==> src/rtl/sf_camera_capture.sv <==
// sf_camera_capture
// Packs 8-bit camera bytes, framed by vsync/href, into 32-bit words and
// writes them into a ping-pong FIFO channel. It also drives the DMA enable
// and keeps frame and dropped-word statistics.
module sf_camera_capture #(
  parameter logic [7:0] PAD_BYTE  = 8'h00,
  parameter int         CNT_WIDTH = 16
) (
  input  logic                 clk,
  input  logic                 rst,
  input  logic                 i_enable,
  input  logic                 i_cam_vsync,
  input  logic                 i_cam_href,
  input  logic                 i_cam_valid,
  input  logic [7:0]           i_cam_data,
  output logic                 o_enable_dma,
  input  logic [1:0]           i_wr_rdy,
  output logic [1:0]           o_wr_act,
  input  logic [23:0]          i_wr_size,
  output logic                 o_wr_stb,
  output logic [31:0]          o_wr_data,
  output logic                 o_frame_done,
  output logic [CNT_WIDTH-1:0] o_frame_count,
  output logic [CNT_WIDTH-1:0] o_overflow_count
);

  typedef enum logic [1:0] {
    ST_IDLE    = 2'd0,
    ST_WAIT_VS = 2'd1,
    ST_CAPTURE = 2'd2,
    ST_FLUSH   = 2'd3
  } state_t;

  state_t state_reg, state_next;

  // Packer: pack_cnt_reg counts bytes held (0..4); lane 0 is [31:24].
  logic [2:0]  pack_cnt_reg, pack_cnt_next;
  logic [31:0] pack_data_reg, pack_data_next;
  logic [1:0]  lane_base;
  logic        pack_full;
  logic        pack_empty;
  logic        byte_accept;
  logic        word_move;
  logic [31:0] word_out;

  // Single-word holding register between the packer and the FIFO port.
  logic        hold_full_reg;
  logic [31:0] hold_data_reg;
  logic        hold_load;
  logic        overflow_evt;

  // Channel handshake state.
  logic [1:0]  act_reg;
  logic [23:0] size_reg;
  logic [23:0] wr_cnt_reg;
  logic        wr_stb;
  logic        flush_drained;
  logic        chan_release;
  logic        chan_acquire;

  // Statistics.
  logic                 frame_done_reg;
  logic [CNT_WIDTH-1:0] frame_cnt_reg;
  logic [CNT_WIDTH-1:0] overflow_cnt_reg;

  // FSM-derived controls.
  logic enable_dma;
  logic frame_end;

  assign pack_full   = (pack_cnt_reg == 3'd4);
  assign pack_empty  = (pack_cnt_reg == 3'd0);
  assign byte_accept = (state_reg == ST_CAPTURE) && i_cam_href && i_cam_valid;

  // A full packer always hands off; in FLUSH any leftover bytes are padded
  // and handed off as the final word of the frame.
  assign word_move = pack_full || ((state_reg == ST_FLUSH) && !pack_empty);

  // Lanes beyond the byte count carry the pad value (only matters for a
  // partial word during flush; a full packer has every lane valid).
  genvar gi;
  generate
    for (gi = 0; gi < 4; gi++) begin : g_lane
      assign word_out[31-8*gi -: 8] = (3'(gi) < pack_cnt_reg) ?
                                      pack_data_reg[31-8*gi -: 8] : PAD_BYTE;
    end
  endgenerate

  // Write only when a word is waiting, a channel is held and it has room.
  assign wr_stb = hold_full_reg && (act_reg != 2'b00) && (wr_cnt_reg < size_reg);

  // Nothing left to write for this frame.
  assign flush_drained = (state_reg == ST_FLUSH) && !hold_full_reg && pack_empty;

  assign chan_release = (act_reg != 2'b00) &&
                        ((wr_cnt_reg >= size_reg) || flush_drained);

  // Grabbing a channel we would immediately hand back is pointless, so an
  // already drained flush does not acquire.
  assign chan_acquire = (act_reg == 2'b00) && (i_wr_rdy != 2'b00) &&
                        (state_reg != ST_IDLE) && !flush_drained;

  // A finished word lands in the holding register if it is free or being
  // written out this very cycle; otherwise the new word is lost.
  assign hold_load    = word_move && (!hold_full_reg || wr_stb);
  assign overflow_evt = word_move && hold_full_reg && !wr_stb;

  // FSM state register.
  always_ff @(posedge clk or negedge rst) begin
    if (!rst) begin
      state_reg <= ST_IDLE;
    end else begin
      state_reg <= state_next;
    end
  end

  // FSM next-state logic; i_enable only gates leaving IDLE.
  always_comb begin
    state_next = state_reg;
    case (state_reg)
      ST_IDLE: begin
        if (i_enable && i_cam_vsync) state_next = ST_WAIT_VS;
      end
      ST_WAIT_VS: begin
        if (!i_cam_vsync) state_next = ST_CAPTURE;
      end
      ST_CAPTURE: begin
        if (i_cam_vsync) state_next = ST_FLUSH;
      end
      ST_FLUSH: begin
        if (pack_empty && !hold_full_reg && (act_reg == 2'b00)) state_next = ST_IDLE;
      end
      default: state_next = ST_IDLE;
    endcase
  end

  // FSM outputs: DMA enable while capturing/flushing, end-of-frame event.
  always_comb begin
    enable_dma = (state_reg == ST_CAPTURE) || (state_reg == ST_FLUSH);
    frame_end  = (state_reg == ST_FLUSH) && (state_next == ST_IDLE);
  end

  // Packer next state: a byte arriving while a full word leaves starts the
  // next word in lane 0.
  always_comb begin
    pack_cnt_next  = pack_cnt_reg;
    pack_data_next = pack_data_reg;
    lane_base      = pack_cnt_reg[1:0];
    if (word_move) begin
      pack_cnt_next = 3'd0;
      lane_base     = 2'd0;
    end
    if (byte_accept) begin
      pack_data_next[{~lane_base, 3'b000} +: 8] = i_cam_data;
      pack_cnt_next = {1'b0, lane_base} + 3'd1;
    end
  end

  // Packer registers.
  always_ff @(posedge clk or negedge rst) begin
    if (!rst) begin
      pack_cnt_reg  <= 3'd0;
      pack_data_reg <= 32'd0;
    end else begin
      pack_cnt_reg  <= pack_cnt_next;
      pack_data_reg <= pack_data_next;
    end
  end

  // Holding register: load a new word, or empty it when it is written.
  always_ff @(posedge clk or negedge rst) begin
    if (!rst) begin
      hold_full_reg <= 1'b0;
      hold_data_reg <= 32'd0;
    end else if (hold_load) begin
      hold_full_reg <= 1'b1;
      hold_data_reg <= word_out;
    end else if (wr_stb) begin
      hold_full_reg <= 1'b0;
    end
  end

  // Channel acquire/release and per-channel word count; channel 0 wins ties.
  always_ff @(posedge clk or negedge rst) begin
    if (!rst) begin
      act_reg    <= 2'b00;
      size_reg   <= 24'd0;
      wr_cnt_reg <= 24'd0;
    end else if (chan_acquire) begin
      act_reg    <= i_wr_rdy[0] ? 2'b01 : 2'b10;
      size_reg   <= i_wr_size;
      wr_cnt_reg <= 24'd0;
    end else if (chan_release) begin
      act_reg    <= 2'b00;
    end else if (wr_stb) begin
      wr_cnt_reg <= wr_cnt_reg + 24'd1;
    end
  end

  // Frame-done pulse, wrapping frame counter, saturating overflow counter.
  always_ff @(posedge clk or negedge rst) begin
    if (!rst) begin
      frame_done_reg   <= 1'b0;
      frame_cnt_reg    <= '0;
      overflow_cnt_reg <= '0;
    end else begin
      frame_done_reg <= frame_end;
      if (frame_end) begin
        frame_cnt_reg <= frame_cnt_reg + CNT_WIDTH'(1);
      end
      if (overflow_evt && (overflow_cnt_reg != {CNT_WIDTH{1'b1}})) begin
        overflow_cnt_reg <= overflow_cnt_reg + CNT_WIDTH'(1);
      end
    end
  end

  assign o_enable_dma     = enable_dma;
  assign o_wr_act         = act_reg;
  assign o_wr_stb         = wr_stb;
  assign o_wr_data        = hold_data_reg;
  assign o_frame_done     = frame_done_reg;
  assign o_frame_count    = frame_cnt_reg;
  assign o_overflow_count = overflow_cnt_reg;

endmodule

==> config.mk <==
export PLATFORM = sky130hd
export DESIGN_NAME = sf_camera_capture
export DESIGN_NICKNAME = d
export VERILOG_FILES = /design/src/rtl/sf_camera_capture.sv
export SDC_FILE = /design/constraint.sdc
export NUM_CORES = 1
export LEC_CHECK = 0
export ABC_AREA = 1
export BUFFER_PORTS_ARGS = -buffer_cell sky130_fd_sc_hd__buf_2
export CORE_MARGIN = 2
export CORE_UTILIZATION = 30
export DETAILED_ROUTE_END_ITERATION = 10
export PLACE_DENSITY = 0.53
export SLEW_MARGIN = 30
export SYNTH_ARGS = -nofsm -noshare
export SYNTH_HDL_FRONTEND = slang
export SYNTH_SLANG_ARGS = --single-unit
==> constraint.sdc <==
create_clock -name clk -period 2.4 [get_ports clk]
set_input_delay 0.48 -clock clk [delete_from_list [all_inputs] [get_ports clk]]
set_output_delay 0.48 -clock clk [all_outputs]
set_load 0.005 [all_outputs]
# Word level (Yosys, flattened, before mapping)
# Index checks and enable logic that the tools add are counted.
# totals
output_inout_bits,69
romBits,0
ff_bits,153
n_memories,0
latch_bits,0
ramBits,0
# classes
n_lt_le_gt_ge,6
add_sub_neg,5
n_reduce_logical,39
n_shift,2
eq_ne,6
bitwise,1
n_mul,0
muxes,21
div,0
# ops
op,n
$mux W24,3
$add A16 B1 Y16 const B,2
$bwmux W32,1
$mux W8,4
$shift A8 B7 Y32 const A,1
$shiftx A8 B7 Y32,1
$add A24 B1 Y24 const B,1
$ge A24 B24 Y1,1
$lt A24 B24 Y1,1
$logic_and A1 B1 Y1,19
$mux W2,8
$ne A16 B16 Y1 const B,1
$reduce_bool A2 Y1,7
$pmux W2 S4,1
$neg A5 Y7,1
$logic_not A2 Y1,3
$lt A1 B3 Y1 const A,2
$lt A2 B3 Y1 const A,2
$mux W3,2
$eq A2 B2 Y1 const B,2
$logic_not A1 Y1,4
$logic_or A1 B1 Y1,4
$add A2 B1 Y3 const B,1
$eq A3 B3 Y1 const B,1
6 further kinds,7

# Logic depth before layout (Yosys ltp)
# Gate-level depths: netlist of run 1.
# logic_depth
ltp_word,9
mapped_depth,16
ltp_nobuf,15

# Worst setup path before layout of run 1
# Ideal clock, no wire load.
# synth_path
path_kind,register -> register
start,register pack_cnt_reg[1]
end,register pack_data_reg[0]
setup_ps,96
t_arrival_ps,2087
path_stages_with_launch,11
n_path_buf,0
setup_slack_ps,216
path_cell_list,dfrtp_1 nor2_4 nand2_2 inv_2 a21oi_4 nor2_2 clkinv_1 ha_1 inv_1 nand3_1 o31ai_1
# synth_via
elab_chain_len,9
elab_cells_between_ends,11
cone_classes,add/sub: 1; eq/ne: 1; shift: 2; mux: 2; bitwise: 1; reduce/logical: 4
# synth_lines
item,line,text
"start, declared",37,"logic [2:0] pack_cnt_reg, pack_cnt_next;"
"start signal, assigned",164,pack_cnt_reg <= pack_cnt_next;
$logic_not A3 Y1,71,assign pack_empty = (pack_cnt_reg == 3'd0);
$logic_not A1 Y1,76,assign word_move = pack_full || ((state_reg == ST_FLUSH) && !pack_empty);
$logic_and A1 B1 Y1,76,
$logic_or A1 B1 Y1,76,
$mux W2 *,148,if (word_move) begin
$not A2 Y2 *,153,"pack_data_next[{~lane_base, 3'b000} +: 8] = i_cam_data;"
$neg A5 Y7 *,153,
$shiftx A8 B7 Y32 or $shift A8 B7 Y32 (tied branches),153,
$bwmux W32 *,153,
"end signal, assigned",165,pack_data_reg <= pack_data_next;
"end, declared",38,"logic [31:0] pack_data_reg, pack_data_next;"
# Mark *: on every way between the ends. The rest lies on a longest branch, timed or not.
# A chain may end at the register's enable or synchronous reset.

# Worst setup path in the final report of run 1
# layout_path
start,register wr_cnt_reg[15]
end,output port o_wr_stb
# layout_via
elab_chain_len,2
# layout_lines
item,line,text
"start, declared",55,logic [23:0] wr_cnt_reg;
"start signal, assigned",195,wr_cnt_reg <= wr_cnt_reg + 24'd1;
$lt A24 B24 Y1,89,assign wr_stb = hold_full_reg && (act_reg != 2'b00) && (wr_cnt_reg < size_reg);
$logic_and A1 B1 Y1,89,
"end, declared",20,"output logic o_wr_stb,"
# No other way between the ends.

==> results of run 1 <==
==> kinds of logic after synthesis <==
group	share of synthesized area, %
AND/OR/NAND/NOR	29.67
buffers and inverters	7.909
flip-flops	46.63
AO/OA/AOI/OAI	6.004
XOR/XNOR	4.907
adder cells (fa/ha/maj)	4.877
==> metrics by stage <==
step	util [%]	power, mW	worst slack (ns)	TNS [ns]
after CTS	37.32	10.91	-0.07883	-0.07883
final	38.51	11.25	-0.01108	-0.01108
after global placement	34.91	8.030	0.1493	0
after detailed placement	34.91	8.082	0.1014	0
after global routing	38.50	12.20	-0.1630	-0.7335
after floorplan	-	6.557	0.2163	0
==> cell usage in the layout, fill, tap and decap left out, types with 2 or more instances in the layout <==
master	synthesis	routed
o21ai_0	43	43
buf_4	5	59
inv_6	0	5
inv_8	0	4
buf_2	12	106
nor4_1	2	2
inv_1	123	112
nor2_1	102	95
nand3_2	1	2
a21oi_1	10	7
nand3_4	1	2
ha_1	32	23
nand2_1	322	309
clkbuf_16	0	17
dfrtp_1	153	151
xor2_1	22	22
a21o_1	2	2
nor2_2	3	8
buf_12	0	3
dfrtp_2	0	2
ha_4	0	9
nor3_2	2	2
nor2_4	3	5
inv_2	4	15
o31ai_1	8	8
nand2_4	0	2
nand2_2	3	14
o21ai_1	3	3
o22ai_1	18	18
buf_6	1	4
nand4_2	2	2
xnor2_1	24	24
nand4_1	25	25
a21oi_2	1	4
nor3_1	9	9
nand3_1	88	87
==> report_power, final <==
part / switching (mW) / leakage [nW] / internal (mW)
Combinational: 3.01 / 3.28 / 1.85
Clock: 1.22 / 0.279 / 1.40
Sequential: 0.449 / 1.99 / 3.31
Total: 4.68 / 5.54 / 6.56
==> worst max-delay path: cells and delay by family, from the launching register on <==
kind,cells,cell delay [ns]
simple gates,5,0.54
flops,1,0.39
fa+ha+maj,1,0.31
buf+inv,2,0.23
compound gates,1,0.05
==> layer usage <==
layer,track usage (%),vias up
met5,0,-
met4,4.013,2
met3,3.475,17
met2,23.62,130
met1,22.00,3408
li1,-,3659
==> worst max path at each step <==
stage                           endpoint             from  depth (start not counted)  slack (ns)
finish                          o_wr_stb   wr_cnt_reg[15]                          9       -0.01
global route                    o_wr_stb     size_reg[23]                         10       -0.16
CTS                             o_wr_stb   wr_cnt_reg[15]                          9       -0.08
detailed placement  o_overflow_count[13]   wr_cnt_reg[23]                         11        0.10
global placement                o_wr_stb    wr_cnt_reg[7]                          8        0.15
floorplan               pack_data_reg[0]  pack_cnt_reg[1]                         10        0.22
==> area by class of cell <==
class	count	area share, %
multi-input cells	734	38.16
repair buffers	173	10.57
inverters	128	4.643
diodes	1	0.02418
clock buffers	18	4.244
clock inverters	13	1.221
flip-flops and latches	153	37.02
well taps	341	4.123
==> repair_timing <==
item,4_1_cts,5_1_grt
setup buffers,9,12
gates resized for setup,6,51
cloned,0,1
pin swaps,8,12
endpoints found under the setup margin,1,52
==> results.yml, run 1 <==
critical_path:
  reg2reg_slack_ns: 0.14
  critical_path_s_largest_stage_delay_ns: 0.39
  cp_data_required_time_ns: 1.92
  setup.worst_path.start_class: "flip-flop"
  critPathKind: "reg2out"
  cp_slowest_cell: "dfrtp_1"
  ordered_list_of_cells_on_the_worst_path: "ha_1 -> nand2_1 -> a21oi_1 -> nor2_1 -> nand2_2 -> nand2_1 -> nand4_1 -> inv_2 -> buf_6"
  r2r.worst_path.cells: 14
  timing.rr.end: "o_wr_data[29]"
  cp.arrival_ns: 1.93
  crit_path_max_fanout: 2
  path_common_cell: "nand2_1"
  worstSetupEndpointType: "output port"
  worst_r2r_startpoint: "wr_cnt_reg[15]"
yosys:
  synth-async-reset-ratio_pct: 100.0
  synth-main-ff-cell: "dfrtp_1"
  post_synth_most_frequent_cells: "nand2_1, dfrtp_1, inv_1, nor2_1, nand3_1"
  synth_largest_type_area_fraction_pct: 46.63
  yosys.cell_count.top_type: "nand2_1"
  synthCells: 1048
  yosys-top-cells-area: "dfrtp_1, nand2_1, inv_1"
  netlist_area_sq_mm: 0.008210
  synth_top_area_cell: "dfrtp_1"
  yosysWarnings: 0
  number_of_nets_produced_by_synthesis: 1120
  postSynthRegisterBits: 153
  synth_area_per_cell_sq_um: 7.834
  synth_enable_flop_cells: 0
  synth.yosys.seq_area_share_pct: 46.63
  yosys.cell_types.count: 39
placement:
  place_congestion: 0.8863
  hpwlAfterDp_mm: 15.39
  placed_area_sq_mm: 0.009383
  post-place-cells: 1507
  port-buffer-count: 108
routing:
  maxUsedRoutingLayer: "met5"
  vias: 7216
  detailedRoute.firstIterationViolations: 514
  drt_drc_violations_left: 0
  met2_wirelength_mm: 9.547
  met3RoutedLength_um: 861
  number_of_nets_still_failing_antenna_checks_after_routing: 0
  post_drt_wl_per_cell_um: 13.77
  drtPass1Iterations: 5
  postRouteWirelength_mm: 21.49
  avgViaCountPerCell: 4.623
  m1_wl_mm: 10.82
clock_network:
  h-tree-depth: 4
  clk_pin_slew_ns: 0.07
  clock_tree.buffer_depth: 2
  clock_latency_ns: 0.43
  holdBufCountCts: 0
  cts_inserted_buffers: 17
  clk_root_buffer_cell: "clkbuf_16"
  cts.sink_count: 153
  tritoncts: "built"
grt:
  grt_pass1_wl_mm: 35.66
  grt-ovfl-total: 0
  grtUsageTotal_pct: 15.42
  grt_max_degree: 62
  first_global_vias: 7001
  antenna_found_initial: 1
floorplan:
  die_footprint_sq_mm: 0.02871
  die-width_um: 169.4
  die_h_um: 169.4
  fp.coreArea_sq_mm: 0.02688
  start_util_pct: 30.55
  pin_count: 109
  core.rowCount: 60
cells_and_area:
  final_cell_count_no_fill: 1561
  share_of_cells_above_drive_strength_1_pct: 22.48
  ff_latch_area_sq_mm: 0.003831
  final_nets: 1279
  multiInputGateArea_sq_mm: 0.003949
  finish.instance_area_sq_mm: 0.01035
  syn_to_final_growth_pct: 26.04
  final.fill_count: 2815
run_status:
  run_status: "complete, but fails checks"
  violations: "setup timing"
timing:
  post_route_clock_period_utilization_pct: 100.5
  worst_pin_slew_ns: 0.6456
  grt_setup_unrepaired: "true"
  finClkSkew_ns: 0.02136
  slew-limit-headroom_pct: 56.96
  max_freq_mhz: 414.8
  holdWs_ns: 0.002116
  timing_max_transition_violations_final: 0
  finalHoldViolCount: 0
  setup_viol: 1
  final.setup.worst_slack_ns: -0.01108
  finalCriticalPeriod_ns: 2.411
pwr:
  p_leak_nw: 5.542
  maximum_resistive_drop_on_vdd_v: 0.0005045
  power.density_cell_area_mw_per_mm2: 1087
worst_hold_path:
  hp-class: "in2async"
flow_run:
  drv_cap: 0
(Power assumes the default switching activity.)
==> run 2: changes to the inputs <==
- clock period: 2.4 -> 3 ns (I/O delays scaled with it)
==> run 2 against run 1 <==
Net effect:
- the run now ends clean
- non-clock buffer count decreased by 51
- first-iteration DRC count up 6.0%
- combinational power shrank 35%
- cell count is 3.3% lower
- design area shrank 6.0%
- sequential share of layout area rose by 2.3 points
- sequential power fell by 19%
- critical path depth unchanged
- routed wire length decreased by 2.9%
==> results.yml, run 2 (synthesis results as in run 1) <==
pwr:
  p_leak_nw: 5.271
  design_power_total_mw: 8.333
  combinationalPowerShare_pct: 37.9
  clkPwrFrac_pct: 25.4
  seqPwrFrac_pct: 36.7
  internal_power_mw: 4.798
  power.density_cell_area_mw_per_mm2: 856.6
  net-switching-power_mw: 3.535
  maximum_resistive_drop_on_vdd_v: 0.0004460
  switching_share_pct: 42.42
routing:
  drt_drc_violations_left: 0
  vias: 6966
  drtPass1Iterations: 7
  post_drt_wl_per_cell_um: 13.81
  detailedRoute.firstIterationViolations: 545
  postRouteWirelength_mm: 20.86
  number_of_nets_still_failing_antenna_checks_after_routing: 0
  avgViaCountPerCell: 4.613
placement:
  place_congestion: 0.8659
  hpwlAfterDp_mm: 15.21
  port-buffer-count: 108
  post-place-cells: 1476
timing:
  timing_max_transition_violations_final: 0
  setup_viol: 0
  tns_ns: 0
  finalCriticalPeriod_ns: 2.762
  finClkSkew_ns: 0.02127
  slew-limit-headroom_pct: 55.72
  grt_setup_unrepaired: "false"
  post_route_clock_period_utilization_pct: 92.05
  finalHoldViolCount: 0
  max_freq_mhz: 362.1
  worst_pin_slew_ns: 0.6641
floorplan:
  fp.coreArea_sq_mm: 0.02688
  die_h_um: 169.4
  pin_count: 109
  core.rowCount: 60
  start_util_pct: 30.55
  die_footprint_sq_mm: 0.02871
  die-width_um: 169.4
critical_path:
  setup.worst_path.start_class: "flip-flop"
  worstSetupEndpointType: "output port"
  crit_path_max_fanout: 6
  critPathKind: "reg2out"
  cp.arrival_ns: 2.16
  cp_data_required_time_ns: 2.40
cells_and_area:
  final_cell_count_no_fill: 1510
  layout_common_cells: "nand2_1, dfrtp_1, inv_1"
  share_of_cells_above_drive_strength_1_pct: 15.15
  most_common_cell_after_layout_fill_and_taps_aside: "nand2_1"
  syn_to_final_growth_pct: 18.49
  final_nets: 1227
clock_network:
  tritoncts: "built"
  clock_latency_ns: 0.44
  clock_tree.buffer_depth: 2
  clk_root_buffer_cell: "clkbuf_16"
  h-tree-depth: 4
  cts.sink_count: 153
  cts_inserted_buffers: 17
  holdBufCountCts: 0
  clk_pin_slew_ns: 0.07
run_status:
  run_status: "complete, no violations"
flow_run:
  drv_cap: 0
grt:
  grt_max_degree: 66
  grt_pass1_wl_mm: 34.86
  first_global_vias: 6707
  grt-ovfl-total: 0
  antenna_found_initial: 2
  grtUsageTotal_pct: 15.20
worst_hold_path:
  hp-class: "in2async"
==> run 2: power groups by stage <==
stage / combinational, mW / clock, mW / sequential [mW]
floorplan: 2.25 / 0 / 3.00
global placement: 3.13 / 0 / 3.09
detailed placement: 3.18 / 0 / 3.09
CTS: 3.19 / 2.18 / 3.06
global route: 3.64 / 2.27 / 3.14
finish: 3.16 / 2.11 / 3.06
==> run 2: path summary, 6_finish.rpt <==
kind	startpoint	cells after the start	endpoint	slack, ns
hold reg to reg	o_wr_data[9]	2	o_wr_data[9]	0.47
max in group asynchronous	rst	2	pack_cnt_reg[0]	2.00
hold / removal	rst	1	wr_cnt_reg[11]	0.17
setup reg to reg	pack_cnt_reg[2]	10	pack_data_reg[4]	0.37
setup / recovery	wr_cnt_reg[18]	9	o_wr_stb	0.24
min in group clk	i_wr_size[12]	3	size_reg[12]	0.38
==> run 2: metrics by stage <==
stage / util [%] / area, sq um / setup WS [ns] / hold slack (ns)
floorplan: - / 8210 / 0.8163 / 0.3044
global placement: 34.00 / 9138 / 0.4234 / 0.4524
detailed placement: 34.00 / 9138 / 0.4016 / 0.4536
CTS: 36.16 / 9718 / 0.04028 / 0.2043
global route: 36.20 / 9728 / 0.06300 / 0.2203
finish: 36.20 / 9728 / 0.2384 / 0.1680
==> run 2: metal layers <==
metal  track usage (%)  up-vias  wire length [um]
met1             22.21     3232             10930
met3             3.521       25               922
met4             4.459        2               300
met2             22.32      151              8694
met5                 0        -                13
li1                  -     3556                 -
==> run 2: worst max-delay path, stage by stage (launching register included) <==
cell	delay [ns]
dfrtp_1	0.47
ha_1	0.31
nand2_1	0.06
nor2_1	0.12
nand2_1	0.11
nor2_1	0.18
nand2_1	0.13
nand4_1	0.14
inv_2	0.08
buf_2	0.13
==> run 2: timing repair <==
item                       CTS  global route
setup buffers                0             1
setup endpoints to repair    0             1
resized for setup            0             1
hold endpoints to repair     0             0
==> run 2: final cells by class <==
class / count / area [sq um]
inverter: 128 / 480.5
clock buffer: 18 / 429.2
clock inverter: 14 / 151.4
antenna: 1 / 2.502
timing repair buffer: 122 / 676.9
fill: 2896 / 17150
tap: 341 / 426.7
multi-input combinational: 733 / 3732
sequential: 153 / 3829
==> run 3: changes to the inputs <==
- BUFFER_PORTS_ARGS: -buffer_cell sky130_fd_sc_hd__buf_2 -> default
- DONT_BUFFER_PORTS: default -> 1
- PLACE_DENSITY: 0.53 -> 0.5
==> run 3 against run 2 <==
Net effect:
- the flow now finishes with violations (hold timing)
- utilization shrank 1.9 points
- worst setup slack gained 0.038 ns
- flip-flop and latch count is the same
- clock power grew 5%
- sequential share of layout area grew 2.2 points
- sequential power grew 2%
==> results.yml, run 3 (synthesis results as in run 1) <==
run_status:
  run_status: "complete, but fails checks"
  violations: "hold timing"
routing:
  avgViaCountPerCell: 4.633
  vias: 6486
  post_drt_wl_per_cell_um: 14.85
  drt_drc_violations_left: 0
  number_of_nets_still_failing_antenna_checks_after_routing: 0
  detailedRoute.firstIterationViolations: 492
  postRouteWirelength_mm: 20.79
  drtPass1Iterations: 5
worst_hold_path:
  hp-class: "in2async"
floorplan:
  fp.coreArea_sq_mm: 0.02688
  start_util_pct: 30.55
  die_footprint_sq_mm: 0.02871
  die_h_um: 169.4
  pin_count: 109
  die-width_um: 169.4
  core.rowCount: 60
cells_and_area:
  finish.instance_area_sq_mm: 0.009211
  final.fill_count: 2832
  syn_to_final_growth_pct: 12.19
  final_nets: 1118
  layout.core_utilization_pct: 34.27
  share_of_cells_above_drive_strength_1_pct: 6.421
  num_antenna_cells: 0
  most_common_cell_after_layout_fill_and_taps_aside: "nand2_1"
  layout_common_cells: "nand2_1, dfrtp_1, inv_1"
clock_network:
  cts_inserted_buffers: 17
  clock_tree.buffer_depth: 2
  clk_pin_slew_ns: 0.08
  tritoncts: "built"
  clk_root_buffer_cell: "clkbuf_16"
  cts.sink_count: 153
  clock_latency_ns: 0.44
  h-tree-depth: 4
timing:
  grt_setup_unrepaired: "false"
  finalHoldViolCount: 153
  tns_ns: 0
  setup_viol: 0
  finalCriticalPeriod_ns: 2.724
  finClkSkew_ns: 0.02155
  timing_max_transition_violations_final: 0
  slew-limit-headroom_pct: 41.52
  worst_pin_slew_ns: 0.8772
  max_freq_mhz: 367.2
  holdWs_ns: -0.1241
  post_route_clock_period_utilization_pct: 90.79
placement:
  hpwlAfterDp_mm: 14.79
  placed_area_sq_mm: 0.008591
  port-buffer-count: 0
  place_congestion: 0.8263
critical_path:
  critPathKind: "reg2out"
  setup.worst_path.start_class: "flip-flop"
  worstSetupEndpointType: "output port"
  cp.arrival_ns: 2.12
  crit_path_max_fanout: 5
  cp_data_required_time_ns: 2.40
grt:
  antenna_found_initial: 0
  grtUsageTotal_pct: 15.36
  grt-ovfl-total: 0
  grt_max_degree: 154
  first_global_vias: 6530
  grt_pass1_wl_mm: 34.96
flow_run:
  drv_cap: 0
pwr:
  design_power_total_mw: 8.232
  power.density_cell_area_mw_per_mm2: 893.7
  maximum_resistive_drop_on_vdd_v: 0.0003613
  p_leak_nw: 4.760
==> run 3: cell count changes in the layout (fill, tap and decap cells not counted), sizes merged <==
cell and change:
buf -109, clkbuf -1, clkinv +3, diode -1
inv -2
==> run 3: per-layer routing <==
layer | track usage (%) | share of wire (%)
met4 | 3.530 | 0.97
met3 | 5.107 | 7.0
met2 | 23.12 | 43
met1 | 21.39 | 49
met5 | 0 | 0
==> run 3: critical path, stage by stage, from the launching register on <==
cell and delay, ns:
dfrtp_1 0.44, ha_1 0.31, a21o_1 0.19, nor2_1 0.13, nand2_1 0.09, nand2_1 0.11, nand4_1 0.20, inv_1 0.23
==> run 3: cell type report <==
type                            count  area (sq um)  share of cell area, %
Clock buffer                       17         425.4                  4.618
Clock inverter                     15         195.2                  2.119
Inverter                          128         480.5                  5.216
Multi-Input combinational cell    733          3732                  40.52
Sequential cell                   153          3829                  41.56
Tap cell                          341         426.7                  4.632
Timing Repair Buffer               13         122.6                  1.331
==> run 3: metrics by stage <==
| step | cells | worst slack (ns) |
|---|---|---|
| detailed placement | 1368 | 0.4087 |
| global route | 1400 | 0.04343 |
| global placement | 1368 | 0.5555 |
| CTS | 1400 | 0.2253 |
| finish | 1400 | 0.2764 |
| floorplan | 1048 | 0.8163 |
==> run 3: repair_timing <==
item	in CTS	in global routing
setup buffers	0	0
setup endpoints to repair	0	0
gates resized for setup	0	0
endpoints found under the hold margin	153	153
==> run 3: power by group <==
part	internal, mW	total [mW]	switching, mW
combinational	0.915	2.92	2.00
sequential	2.65	3.11	0.461
clock	1.14	2.21	1.07
total	4.70	8.23	3.53
==> run 3: final timing paths <==
check / startpoint / to / slack (ns) / cells after the start
max in group asynchronous: rst / o_frame_count[12] / 2.81 / 0
worst min register to register: pack_data_reg[2] / pack_data_reg[2] / 0.49 / 2
min in group clk: i_wr_rdy[0] / o_wr_act[1] / 0.29 / 1
worst max register to register: pack_cnt_reg[2] / pack_data_reg[1] / 0.45 / 10
worst min-delay path: rst / o_wr_data[30] / -0.12 / 0
worst max-delay path: wr_cnt_reg[7] / o_wr_stb / 0.28 / 7
